--- src/rtl/tt_uart_tx_if.sv ---
// -----------------------------------------------------------------------------
// tt_uart_tx_if
//   Byte handshake between the core logic and the UART transmitter.
//
//   tx_data   8  byte offered by the core
//   tx_valid  1  tx_data is valid this cycle
//   tx_ready  1  transmitter FIFO can take a byte this cycle
//
//   master : core side (drives data/valid, sees ready)
//   slave  : transmitter side (sees data/valid, drives ready)
// -----------------------------------------------------------------------------
interface tt_uart_tx_if;
  logic [7:0] tx_data;
  logic       tx_valid;
  logic       tx_ready;

  modport master (output tx_data, output tx_valid, input  tx_ready);
  modport slave  (input  tx_data, input  tx_valid, output tx_ready);
endinterface

--- src/rtl/tt_uart_tx.sv ---
// -----------------------------------------------------------------------------
// tt_uart_tx
//   UART transmitter for the Tiny Tapeout user core. Bytes arrive over a
//   valid/ready handshake, queue in a small circular FIFO and leave LSB first
//   on a single serial pin, framed as 8N1 (or 8E1, see below). Frames are sent
//   back to back with no idle gap while the FIFO holds data.
//
//   Parameters
//     CLKS_PER_BIT  clock cycles per serial bit (>= 2)
//     FIFO_DEPTH    byte FIFO entries (power of two, >= 2)
//
//   Ports
//     clk           system clock, rising edge
//     rst_n         asynchronous active-low reset
//     ena_i         design enable; low freezes the whole block
//     in_if         byte handshake (slave side of tt_uart_tx_if)
//     tx_o          serial line, registered, idle high
//     busy_o        frame in progress or FIFO non-empty
//     fifo_count_o  bytes currently held in the FIFO
//
//   Build option
//     UART_TX_PARITY_EN  when defined, an even-parity bit is sent between the
//                        last data bit and the stop bit (8E1 frame).
// -----------------------------------------------------------------------------
module tt_uart_tx #(
  parameter int CLKS_PER_BIT = 87,
  parameter int FIFO_DEPTH   = 4
) (
  input  logic                          clk,
  input  logic                          rst_n,
  input  logic                          ena_i,
  tt_uart_tx_if.slave                   in_if,
  output logic                          tx_o,
  output logic                          busy_o,
  output logic [$clog2(FIFO_DEPTH):0]   fifo_count_o
);

  localparam int PTR_W = $clog2(FIFO_DEPTH);
  localparam int CW    = PTR_W + 1;
  localparam int BW    = $clog2(CLKS_PER_BIT);
  localparam logic [BW-1:0] BAUD_LOAD  = BW'(CLKS_PER_BIT - 1);
  localparam logic [CW-1:0] FULL_COUNT = CW'(FIFO_DEPTH);

`ifdef UART_TX_PARITY_EN
  typedef enum logic [2:0] {IDLE, START, DATA, PARITY, STOP} state_e;
`else
  typedef enum logic [1:0] {IDLE, START, DATA, STOP} state_e;
`endif

  state_e           state_q, state_d;
  logic [BW-1:0]    baud_q, baud_d;
  logic [2:0]       bit_idx_q, bit_idx_d;
  logic [7:0]       shift_q, shift_d;
  logic             tx_q, tx_d;
  logic [PTR_W-1:0] wr_ptr_q, rd_ptr_q;
  logic [CW-1:0]    count_q, count_d;
  logic [7:0]       mem_q [FIFO_DEPTH];
`ifdef UART_TX_PARITY_EN
  logic             parity_q, parity_d;
`endif

  logic       full, empty, push, pop, baud_done, start_frame;
  logic [7:0] head;

  assign full      = (count_q == FULL_COUNT);
  assign empty     = (count_q == '0);
  assign head      = mem_q[rd_ptr_q];
  assign baud_done = (baud_q == '0);

  // Ready looks only at the registered count, so a pop in the same cycle
  // never lets a byte in early.
  assign in_if.tx_ready = ena_i && !full;
  assign push           = ena_i && in_if.tx_valid && !full;

  // NOTE: every signal driven here gets a default first, so no path through
  // the case statement can leave one unassigned and infer a latch.
  always_comb begin
    state_d     = state_q;
    baud_d      = baud_q;
    bit_idx_d   = bit_idx_q;
    shift_d     = shift_q;
    pop         = 1'b0;
    start_frame = 1'b0;
`ifdef UART_TX_PARITY_EN
    parity_d    = parity_q;
`endif

    if (ena_i) begin
      case (state_q)
        IDLE: start_frame = !empty;
        START: begin
          if (baud_done) begin
            state_d   = DATA;
            bit_idx_d = '0;
            baud_d    = BAUD_LOAD;
          end else begin
            baud_d = baud_q - 1'b1;
          end
        end
        DATA: begin
          if (baud_done) begin
            baud_d = BAUD_LOAD;
            if (bit_idx_q == 3'd7) begin
`ifdef UART_TX_PARITY_EN
              state_d = PARITY;
`else
              state_d = STOP;
`endif
            end else begin
              shift_d   = shift_q >> 1;
              bit_idx_d = bit_idx_q + 3'd1;
            end
          end else begin
            baud_d = baud_q - 1'b1;
          end
        end
`ifdef UART_TX_PARITY_EN
        PARITY: begin
          if (baud_done) begin
            state_d = STOP;
            baud_d  = BAUD_LOAD;
          end else begin
            baud_d = baud_q - 1'b1;
          end
        end
`endif
        STOP: begin
          if (baud_done) begin
            // Chain straight into the next start bit when data is waiting.
            start_frame = !empty;
            if (empty) state_d = IDLE;
          end else begin
            baud_d = baud_q - 1'b1;
          end
        end
        default: state_d = IDLE;
      endcase
    end

    if (start_frame) begin
      pop     = 1'b1;
      shift_d = head;
      state_d = START;
      baud_d  = BAUD_LOAD;
`ifdef UART_TX_PARITY_EN
      parity_d = ^head;
`endif
    end
  end

  // The line level is decoded from the next state so tx_o comes straight
  // from a flop and changes on the same edge as the state.
  always_comb begin
    tx_d = 1'b1;
    case (state_d)
      START:  tx_d = 1'b0;
      DATA:   tx_d = shift_d[0];
`ifdef UART_TX_PARITY_EN
      PARITY: tx_d = parity_d;
`endif
      default: tx_d = 1'b1;
    endcase
  end

  always_comb begin
    count_d = count_q;
    case ({push, pop})
      2'b10:   count_d = count_q + 1'b1;
      2'b01:   count_d = count_q - 1'b1;
      default: count_d = count_q;
    endcase
  end

  // NOTE: sequential state uses non-blocking assignments so every flop
  // samples pre-edge values regardless of statement order.
  always_ff @(posedge clk or negedge rst_n) begin
    if (!rst_n) begin
      state_q   <= IDLE;
      baud_q    <= '0;
      bit_idx_q <= '0;
      shift_q   <= '0;
      tx_q      <= 1'b1;
      wr_ptr_q  <= '0;
      rd_ptr_q  <= '0;
      count_q   <= '0;
`ifdef UART_TX_PARITY_EN
      parity_q  <= 1'b0;
`endif
    end else begin
      state_q   <= state_d;
      baud_q    <= baud_d;
      bit_idx_q <= bit_idx_d;
      shift_q   <= shift_d;
      tx_q      <= tx_d;
      count_q   <= count_d;
      if (push) wr_ptr_q <= wr_ptr_q + 1'b1;
      if (pop)  rd_ptr_q <= rd_ptr_q + 1'b1;
`ifdef UART_TX_PARITY_EN
      parity_q  <= parity_d;
`endif
    end
  end

  // NOTE: the storage array has no reset; entries are only read after being
  // written, and leaving it unreset lets it map onto plain flops or RAM.
  always_ff @(posedge clk) begin
    if (push) mem_q[wr_ptr_q] <= in_if.tx_data;
  end

  assign tx_o         = tx_q;
  assign busy_o       = (state_q != IDLE) || !empty;
  assign fifo_count_o = count_q;

endmodule
--- src/flat_wrapper.sv ---
// flat-port wrapper written by rule: the top's interface ports become plain ports
module tt_uart_tx_flat 
#(
  parameter int CLKS_PER_BIT = 87,
  parameter int FIFO_DEPTH   = 4
)
  (clk, rst_n, ena_i, tx_o, busy_o, fifo_count_o, in_if_tx_data, in_if_tx_valid, in_if_tx_ready);
  tt_uart_tx_if in_if_i ();
  input  logic clk;
  input  logic rst_n;
  input  logic ena_i;
  output logic tx_o;
  output logic busy_o;
  output logic [$clog2(FIFO_DEPTH):0] fifo_count_o;
  input wire logic [$bits(in_if_i.tx_data)-1:0] in_if_tx_data;
  input wire logic [$bits(in_if_i.tx_valid)-1:0] in_if_tx_valid;
  output wire logic [$bits(in_if_i.tx_ready)-1:0] in_if_tx_ready;
  assign in_if_i.tx_data = in_if_tx_data;
  assign in_if_i.tx_valid = in_if_tx_valid;
  assign in_if_tx_ready = in_if_i.tx_ready;
  tt_uart_tx #(.CLKS_PER_BIT(CLKS_PER_BIT), .FIFO_DEPTH(FIFO_DEPTH)) u_core (.clk(clk), .rst_n(rst_n), .ena_i(ena_i), .in_if(in_if_i), .tx_o(tx_o), .busy_o(busy_o), .fifo_count_o(fifo_count_o));
endmodule
--- config.mk ---
export PLATFORM = sky130hd
export DESIGN_NAME = tt_uart_tx_flat
export DESIGN_NICKNAME = d
export VERILOG_FILES = /design/src/rtl/tt_uart_tx_if.sv /design/src/rtl/tt_uart_tx.sv /design/src/flat_wrapper.sv
export SDC_FILE = /design/constraint.sdc
export NUM_CORES = 1
export LEC_CHECK = 0
export ABC_AREA = 1
export BUFFER_PORTS_ARGS = -buffer_cell sky130_fd_sc_hd__buf_2
export CORE_ASPECT_RATIO = 1.4
export CORE_MARGIN = 10
export CORE_UTILIZATION = 56
export CTS_BUF_LIST = sky130_fd_sc_hd__clkbuf_4 sky130_fd_sc_hd__clkbuf_8
export DETAILED_ROUTE_END_ITERATION = 16
export PLACE_DENSITY = 0.77
export SYNTH_ARGS = -nofsm -noshare
export SYNTH_HDL_FRONTEND = slang
export SYNTH_SLANG_ARGS = --single-unit
--- constraint.sdc ---
create_clock -name clk -period 2.4 [get_ports clk]
set_clock_uncertainty 0.05 [all_clocks]
set_input_delay 0.24 -clock clk [delete_from_list [all_inputs] [get_ports clk]]
set_output_delay 0.24 -clock clk [all_outputs]
set_load 0.02 [all_outputs]
* After elaboration in Yosys (flattened, before gate mapping)
Memories as Yosys holds them, arrays and structs flattened.
Index checks and enable logic that the tools add are counted.
** Storage, ports and cells
- Memories kept :: 1
- Output and inout port bits :: 6
- Bits in writable memories :: 32
- Input port bits :: 12
- Bits in registers :: 28
- Word-level logic and storage cells :: 80
** Cells by class
- Equal/unequal tests :: 14
- Multiplexer cells :: 30
- $add $sub $neg :: 6
- Reduce and logical (&&, ||, !) cells :: 20
** Memory list
- u_core.mem_q :: depth 4, width 8, read ports 1, clocked after memory_dff 0, wr ports 1, line tt_uart_tx.sv:57 : logic [7:0] mem_q [FIFO_DEPTH];
** Operators by type and width (number)
- $mux 8 :: 5
- $mux 7 :: 4
- $mux 2 :: 7
- $pmux 7 s2 :: 1
- $pmux 3 s2 :: 2
- $reduce_bool 2->1 :: 6
- $mux 3 :: 3
- $eq 2x2->1 const B :: 4
- $logic_not 7->1 :: 1
- $sub 7x1->7 const B :: 1
- $add 3x1->3 const B :: 2
- $eq 2x1->1 const B :: 3
- $eq 3x3->1 const B :: 2
- $ne 2x1->1 const B :: 3
- $pmux 2 s3 :: 1
- $mux 1 :: 5
- $reduce_and 5->1 :: 1
- $add 2x1->2 const B :: 2
- $pmux 1 s2 :: 2
- $reduce_and 4->1 :: 1
- $logic_and 1x1->1 :: 3
- $logic_not 3->1 :: 1
- $ne 3x3->1 const B :: 1
- $reduce_and 3->1 :: 1
- other kinds (7) :: 8

* Depth between registers and ports, before layout
Gate-level depths: netlist (run 1).
- Depth in word-level cells :: 8
- Depth in mapped cells :: 15
- Gate-level depth less buffers :: 14

* Least setup slack after synthesis (run 1)
No wires, ideal clock.
- Path kind :: register to register
- Start :: reg u_core.count_q[0] (netlist: u_core.fifo_count_o[0])
- End :: reg u_core.count_q[1] (netlist: u_core.fifo_count_o[1])
- Setup time :: 83 ps
- Arrival :: 2249 ps
- Required time :: 2267 ps
- Stages on the path, launching flop included :: 8
- Clock period less this slack :: 2382 ps
- Slack :: 18 ps
- Path through :: dfrtp_1 -> inv_1 -> a31oi_1 -> nand2_1 -> ha_1 -> inv_1 -> fa_1 -> o21ai_0
** On the way
- Word-level cells in the longest chain between the ends :: 8
** RTL lines
- start, declared :: line tt_uart_tx.sv:56 : logic [CW-1:0] count_q, count_d;
- start signal, assigned :: line tt_uart_tx.sv:195 : count_q <= count_d;
- $logic_not 3->1 :: line tt_uart_tx.sv:66 : assign empty = (count_q == '0);
- $logic_not 1->1 :: line tt_uart_tx.sv:90, tt_uart_tx.sv:130
- $mux 1 :: line tt_uart_tx.sv:128 : if (baud_done) begin
- $pmux 1 s2 :: line tt_uart_tx.sv:89 : case (state_q)
- $mux 1 :: line tt_uart_tx.sv:88 : if (ena_i) begin
- $mux 1 :: line tt_uart_tx.sv:140 : if (start_frame) begin
- $eq 2x1->1 / $eq 2x2->1 (equally long branches) :: line tt_uart_tx.sv:167 : case ({push, pop})
- $pmux 3 s2 / $reduce_bool 2->1 (equally long branches)
Several ways; a longest one is shown, not always the timed one.
A chain may end at the register's enable or synchronous reset.

* Worst setup path after layout (run 1)
- Start :: reg u_core.baud_q[1]
- End :: reg u_core.count_q[2] (netlist: u_core.fifo_count_o[2])
** On the way
- Word-level cells in the longest chain between the ends :: 7
** RTL lines
- start, declared :: line tt_uart_tx.sv:51 : logic [BW-1:0] baud_q, baud_d;
- start signal, assigned :: line tt_uart_tx.sv:191 : baud_q <= baud_d;
- $logic_not 7->1 * :: line tt_uart_tx.sv:68 : assign baud_done = (baud_q == '0);
- $mux 1 * :: line tt_uart_tx.sv:128
- $pmux 1 s2 * :: line tt_uart_tx.sv:89
- $mux 1 * :: line tt_uart_tx.sv:88
- $mux 1 * :: line tt_uart_tx.sv:140
- $eq 2x1->1 / $eq 2x2->1 (equally long branches) :: line tt_uart_tx.sv:167
- $pmux 3 s2 / $reduce_bool 2->1 (equally long branches)
Mark *: on every way between the ends. The rest lies on a longest branch, timed or not.

==> flow_metrics.py, run 1 <==
metrics = {
    "logic_synthesis": {
        "dominantRegCellSynth": "edfxtp_1",
        "ys_seq_elements": 60,
        "synth_simple_gate_area_share_pct": 16.3,
        "synth_cells": 275,
        "synth_compound_area_share_pct": 12.0,
        "avgSynthCellArea_sq_um": 10.6,
        "ys_types": 36,
        "synth-edff-count": 32,
        "synthAdderAreaFrac_pct": 6.26,
        "async_flop_share_pct": 46.7,
        "synth-xor-area-share_pct": 2.40,
        "synth_mux_area_share_pct": 0,
        "syn-num-nets": 301,
        "ys.warnings.count": 0,
        "synth_area_sq_mm": 0.00292,
        "synth_top_family_by_area": "simple AND/OR/NAND/NOR gates",
        "ys_seq_area_share_pct": 57.0,
    },
    "critical_path": {
        "ff2ff_setup_slack_ns": 0.14,
        "cp-start-kind": "flip-flop",
        "worst-path-max-fanout": 4,
        "worstSetupPathType": "flip-flop to flip-flop",
        "reg2reg_from": "u_core.baud_q[1]$_DFFE_PN0P_",
        "required_ns": 2.57,
        "arrival_ns": 2.43,
        "cp-end-kind": "flip-flop",
        "ff2ff_path_depth": 14,
        "crit-reg2reg-capture": "u_core.fifo_count_o[2]$_DFFE_PN0P_",
    },
    "finish": {
        "synthToLayoutAreaGrowth_pct": 14.3,
        "fillers": 414,
        "final_cell_mix": "nand2_1, inv_1, edfxtp_1, o21ai_0, nor2_1",
        "final_common_cell": "nand2_1",
        "layout.nets": 332,
        "layout-drive-gt1-share_pct": 24.1,
        "num_antenna_cells": 0,
    },
    "power_and_ir_drop": {
        "irDropWorstVdd_mv": 0.882,
        "p_per_area_mw_per_mm2": 1200,
        "total_leakage_power_nw": 1.44,
    },
    "global_route": {
        "use_met3_pct": 3.15,
        "grt_max_degree": 29,
        "grt_use_met1_pct": 15.3,
        "grt_overflow": 0,
        "grt_use_met2_pct": 21.4,
        "grt_use_total_pct": 13.5,
        "busiest_layer": "met2",
        "grt_pass1_wl_um": 8850,
        "grt_pass1_vias": 2007,
        "antenna_found_initial": 0,
    },
    "die": {
        "dieArea_sq_mm": 0.00854,
        "rows": 31,
        "coreArea_sq_mm": 0.00512,
        "io_pins": 18,
        "die_h_um": 105,
        "die-width_um": 81.0,
        "initial_core_util_pct": 57.0,
    },
    "clock_tree": {
        "clock_path_buffers": 2,
        "tritoncts": "built",
        "h-tree-depth": 3,
        "clock_latency_ns": 0.34,
        "cts_setup_buffers": 0,
        "numClockSinks": 60,
        "cts-root-buf": "clkbuf_8",
        "tritoncts.num_buffers": 9,
        "cts.clk_slew.worst_paths_ns": 0.07,
    },
    "sta": {
        "rsz0062_at_grt": "no",
        "fin_crit_sh_pct": 94.1,
        "fin_setup_tns_ns": 0,
        "maxSlewViolCount": 0,
        "setup_viol": 0,
        "layout_min_cycle_time_ns": 2.26,
        "hold_violations": 0,
        "setup_ws_ns": 0.142,
        "worst_pin_slew_ns": 0.629,
        "hold_ws_ns": 0.0575,
        "slew-limit-headroom_pct": 58.0,
        "max_freq_ghz": 0.443,
    },
    "min_path": {
        "worstHoldPathCells": 1,
        "min_to": "u_core.mem_q[0][5]$_DFFE_PP_",
        "holdCritPathClass": "primary input to flip-flop",
        "hold_start": "in_if_tx_data[5]",
    },
    "placed_design": {
        "place_congestion": 0.802,
        "dp_hpwl_um": 3670,
        "portBuffers": 17,
        "pre_cts_slack_ns": 0.0331,
    },
    "detailed_routing": {
        "postRouteAntennaNets": 0,
        "avgRoutedWirePerCell_um": 14.0,
        "dr.first_iter.drc_count": 105,
        "viasPerCell": 5.31,
        "drt_first_pass_iters": 4,
        "vias": 2002,
        "post-route-drc-count": 0,
        "routed_wl_um": 5280,
    },
    "run": {
        "drv_cap": 0,
    },
    "run_status": {
        "status": "completed",
    },
}
-- power breakdown --
part / internal (mW) / leakage, nW / switching (mW)
registers: 1.36 / 0.633 / 0.190
logic: 0.561 / 0.710 / 0.985
clock network: 0.483 / 0.0958 / 0.413
total: 2.41 / 1.44 / 1.59
-- stage by stage --
stage	power (mW)	instance area [sq um]	util, %	cells
global placement	3.01	3100	60.6	360
global route	4.31	3340	65.2	377
CTS	3.98	3310	64.7	377
finish	4.00	3340	65.2	377
detailed placement	3.07	3100	60.6	360
floorplan	2.69	2920	-	275
-- repair_timing --
| item | in CTS | in global routing |
|---|---|---|
| endpoints found under the hold margin | 27 | 0 |
| gates resized for setup | 0 | 8 |
| hold buffers | 1 | 0 |
| setup endpoints to repair | 0 | 1 |
-- worst max-delay path: stages (launching register included) --
cell and delay (ns):
dfrtp_1 0.40, inv_2 0.09, ha_4 0.15, inv_1 0.05, nor2_1 0.09, nand4_1 0.09
nand2_2 0.14, nand3_2 0.10, inv_2 0.07, ha_1 0.13, inv_1 0.07, fa_2 0.35
a21oi_2 0.13, o21ai_0 0.10, xnor2_1 0.14
-- layout make-up --
type | instances | area [sq um] | share of cell area [%]
sequential | 60 | 1660 | 49.9
inverter | 38 | 143 | 4.27
tap | 66 | 82.6 | 2.47
clock inverter | 7 | 76.3 | 2.29
timing repair buffer | 25 | 148 | 4.42
multi-input combinational | 172 | 1100 | 33.0
clock buffer | 9 | 124 | 3.71
-- per-layer routing --
layer | routed length (um) | vias up
met5 | 0 | -
met4 | 126 | 0
met3 | 244 | 16
met2 | 2740 | 55
met1 | 2170 | 943
li1 | - | 988
-- worst max path at each step --
| stage | slack (ns) | cells past startpoint | start | endpoint |
|---|---|---|---|---|
| 3_3_place_gp | 0.10 | 14 | u_core.baud_q[0]$_DFFE_PN0P_ | u_core.fifo_count_o[2]$_DFFE_PN0P_ |
| 4_1_cts | 0.02 | 14 | u_core.baud_q[0]$_DFFE_PN0P_ | u_core.fifo_count_o[2]$_DFFE_PN0P_ |
| 6_report | 0.14 | 14 | u_core.baud_q[1]$_DFFE_PN0P_ | u_core.fifo_count_o[2]$_DFFE_PN0P_ |
| 3_5_place_dp | 0.03 | 14 | u_core.baud_q[0]$_DFFE_PN0P_ | u_core.fifo_count_o[2]$_DFFE_PN0P_ |
| 5_1_grt | 0.02 | 14 | u_core.baud_q[1]$_DFFE_PN0P_ | u_core.fifo_count_o[2]$_DFFE_PN0P_ |
| 2_1_floorplan | 0.02 | 7 | u_core.fifo_count_o[0]$_DFFE_PN0P_ | u_core.fifo_count_o[1]$_DFFE_PN0P_ |
-- state kept, by name (all words and copies together), names as in the netlist --
signal / count
u_core.wr_ptr_q: 2
u_core.mem_q: 32
u_core.state_q: 2
u_core.fifo_count_o: 3
u_core.bit_idx_q: 3
u_core.rd_ptr_q: 2
u_core.baud_q: 7
u_core.shift_q: 8
u_core.tx_o: 1
-- synth_stat cells, drive strengths merged, types with 5 or more instances --
cell | n | share of area [%]
nand2 | 44 | 6.5
inv | 38 | 4.9
nor2 | 33 | 5.7
edfxtp | 32 | 33
o21ai | 30 | 5.1
dfrtp | 27 | 23
ha | 13 | 5.6
nand3 | 11 | 2.2
o22ai | 8 | 1.7
o211ai | 7 | 2.8
xor2 | 6 | 1.8
a21oi | 5 | 0.99
-- cell families (layout without fill, tap and decap cells) --
logic type / count (synthesis) / in the layout
AND/OR/NAND/NOR: 96 / 96
flip-flops: 60 / 60
AO/OA/AOI/OAI: 54 / 54
buffers and inverters: 43 / 79
adder cells (fa/ha/maj): 14 / 14
XOR/XNOR: 8 / 8
No activity file was read; power rests on OpenSTA's default activity.
==> inputs of run 2 (changes only) <==
--- a/config.mk
+++ b/config.mk
@@ -9,10 +9,9 @@
 export BUFFER_PORTS_ARGS = -buffer_cell sky130_fd_sc_hd__buf_2
 export CORE_ASPECT_RATIO = 1.4
 export CORE_MARGIN = 10
-export CORE_UTILIZATION = 56
-export CTS_BUF_LIST = sky130_fd_sc_hd__clkbuf_4 sky130_fd_sc_hd__clkbuf_8
+export CORE_UTILIZATION = 54
 export DETAILED_ROUTE_END_ITERATION = 16
-export PLACE_DENSITY = 0.77
+export PLACE_DENSITY = 0.75
 export SYNTH_ARGS = -nofsm -noshare
 export SYNTH_HDL_FRONTEND = slang
 export SYNTH_SLANG_ARGS = --single-unit
==> run 2 against run 1 <==
Effect of this change:
- utilization shrank 0.11 points
- clock power up 11%
- wire length down 1.1%
- critical path depth decreased by 3
- non-clock buffer count increased by 3
- flip-flop and latch count unchanged
- first-iteration DRC count fell by 35%
- worst setup slack improved by 0.022 ns
- count of clock-buffer cells in the layout stayed put
- via count is 1.0% lower
- sequential share of layout area shrank 0.70 points
- largest cell class unchanged
- combinational power barely moved
==> flow_metrics.py, run 2 (synthesis gave the netlist of run 1 again) <==
metrics = {
    "critical_path": {
        "slowest_delay_ns": 0.42,
        "required_ns": 2.57,
        "crit_family": "adder cells",
        "worstSetupPathType": "flip-flop to flip-flop",
        "cp-start-kind": "flip-flop",
        "arrival_ns": 2.41,
        "crit_buf_inv": 3,
        "cp-end-kind": "flip-flop",
        "slowest_stage": "dfrtp_1",
        "worstPathCellList": "inv_1, ha_1, nor2_2, nand3_2, inv_2, ha_1, inv_2, fa_2, a21oi_2, o21ai_1, xnor2_1",
        "worst-path-max-fanout": 4,
    },
    "placed_design": {
        "place_congestion": 0.813,
        "portBuffers": 17,
        "placed_area_sq_mm": 0.00310,
        "dp_cells": 360,
        "dp_hpwl_um": 3690,
        "pre_cts_slack_ns": 0.0505,
    },
    "die": {
        "dieArea_sq_mm": 0.00879,
        "die-width_um": 82.1,
        "die_h_um": 107,
        "io_pins": 18,
        "rows": 31,
        "initial_core_util_pct": 56.2,
        "coreArea_sq_mm": 0.00520,
    },
    "finish": {
        "layout-drive-gt1-share_pct": 24.8,
        "layout.nets": 335,
        "multi_input_area_sq_mm": 0.00110,
        "seqCellArea_sq_mm": 0.00166,
        "final_common_cell": "nand2_1",
        "num_antenna_cells": 0,
        "final_cell_mix": "nand2_1, edfxtp_1, inv_1",
        "top_register": "u_core.mem_q",
        "synthToLayoutAreaGrowth_pct": 15.9,
        "reg_top3": "u_core.mem_q x32, u_core.shift_q x8, u_core.baud_q x7",
        "largest_reg_flops": 32,
        "fillers": 408,
        "fin_area_sq_mm": 0.00338,
        "fin_cells": 380,
    },
    "clock_tree": {
        "tritoncts.num_buffers": 9,
        "clock_path_buffers": 2,
        "clock_latency_ns": 0.34,
        "cts.clk_slew.worst_paths_ns": 0.07,
        "cts-root-buf": "clkbuf_8",
        "tritoncts": "built",
        "numClockSinks": 60,
        "h-tree-depth": 3,
    },
    "detailed_routing": {
        "post-route-drc-count": 0,
        "viasPerCell": 5.21,
        "drt_first_pass_iters": 4,
        "dr.first_iter.drc_count": 68,
        "routed_wl_um": 5220,
        "vias": 1981,
        "avgRoutedWirePerCell_um": 13.7,
        "postRouteAntennaNets": 0,
    },
    "sta": {
        "slew-limit-headroom_pct": 58.4,
        "hold_ws_ns": 0.0656,
        "max_freq_ghz": 0.447,
        "worst_pin_slew_ns": 0.625,
        "fin_setup_tns_ns": 0,
        "setup_ws_ns": 0.164,
        "layout_min_cycle_time_ns": 2.24,
        "setup_viol": 0,
        "fin_crit_sh_pct": 93.2,
        "maxSlewViolCount": 0,
        "hold_violations": 0,
        "rsz0062_at_grt": "no",
    },
    "power_and_ir_drop": {
        "irDropWorstVdd_mv": 0.850,
        "total_leakage_power_nw": 1.46,
        "p_per_area_mw_per_mm2": 1220,
    },
    "global_route": {
        "grt_pass1_vias": 1956,
        "grt_use_total_pct": 12.7,
        "grt_overflow": 0,
        "grt_max_degree": 29,
        "antenna_found_initial": 0,
        "grt_pass1_wl_um": 8670,
    },
    "run": {
        "drv_cap": 0,
    },
    "run_status": {
        "status": "completed",
    },
    "min_path": {
        "holdCritPathClass": "primary input to flip-flop",
    },
}
## run 2: path summary, 6_finish.rpt
path                       depth (start not counted)                                 end  slack [ns]                           from
min in group asynchronous                          2  u_core.fifo_count_o[0]$_DFFE_PN0P_        0.40                          rst_n
max in group asynchronous                          2       u_core.shift_q[6]$_DFFE_PN0P_        1.49                          rst_n
hold / removal                                     1        u_core.mem_q[2][4]$_DFFE_PP_        0.07               in_if_tx_data[4]
setup / recovery                                  11  u_core.fifo_count_o[2]$_DFFE_PN0P_        0.16    u_core.state_q[1]$_DFF_PN0_
setup reg to reg                                  11  u_core.fifo_count_o[2]$_DFFE_PN0P_        0.16    u_core.state_q[1]$_DFF_PN0_
hold reg to reg                                    2       u_core.shift_q[4]$_DFFE_PN0P_        0.45  u_core.shift_q[4]$_DFFE_PN0P_
## run 2: worst reg2reg max path, delay by kind of cell (launching register included)
family | cells | cell delay, ns
and+or+nand+nor | 2 | 0.27
adders and majority gates | 3 | 0.81
xor gates and xnor gates | 1 | 0.13
DFF | 1 | 0.42
buffers and inverters | 3 | 0.24
AOI/OAI and AO/OA | 2 | 0.22
## run 2: routing by layer
layer / global-route usage [%] / wire length, um
met1: 13.5 / 2200
met3: 4.43 / 253
met5: 0 / 0
met2: 21.3 / 2660
met4: 7.07 / 102
## run 2: cell type report
class,count,share of cell area [%]
clock inverters,7,2.96
clock buffers,9,3.66
well taps,66,2.44
multi-input cells,172,32.5
inverters,38,4.22
flip-flops and latches,60,49.2
repair buffers,28,5.03
## run 2: metrics by stage
step	util, %	power [mW]
global placement	59.7	3.02
detailed placement	59.7	3.07
floorplan	-	2.69
CTS	64.2	4.08
global route	65.1	4.43
finish	65.1	4.12
## run 2: what timing repair did
action | in CTS | in global routing
buffers inserted | 0 | 3
hold endpoints to repair | 27 | 0
setup endpoints to repair | 0 | 1
resized for setup | 0 | 9
hold buffers | 1 | 0
## run 2: power breakdown
group          internal [mW]  switching [mW]
combinational          0.593           0.974
sequential              1.36           0.192
clock                  0.589           0.415
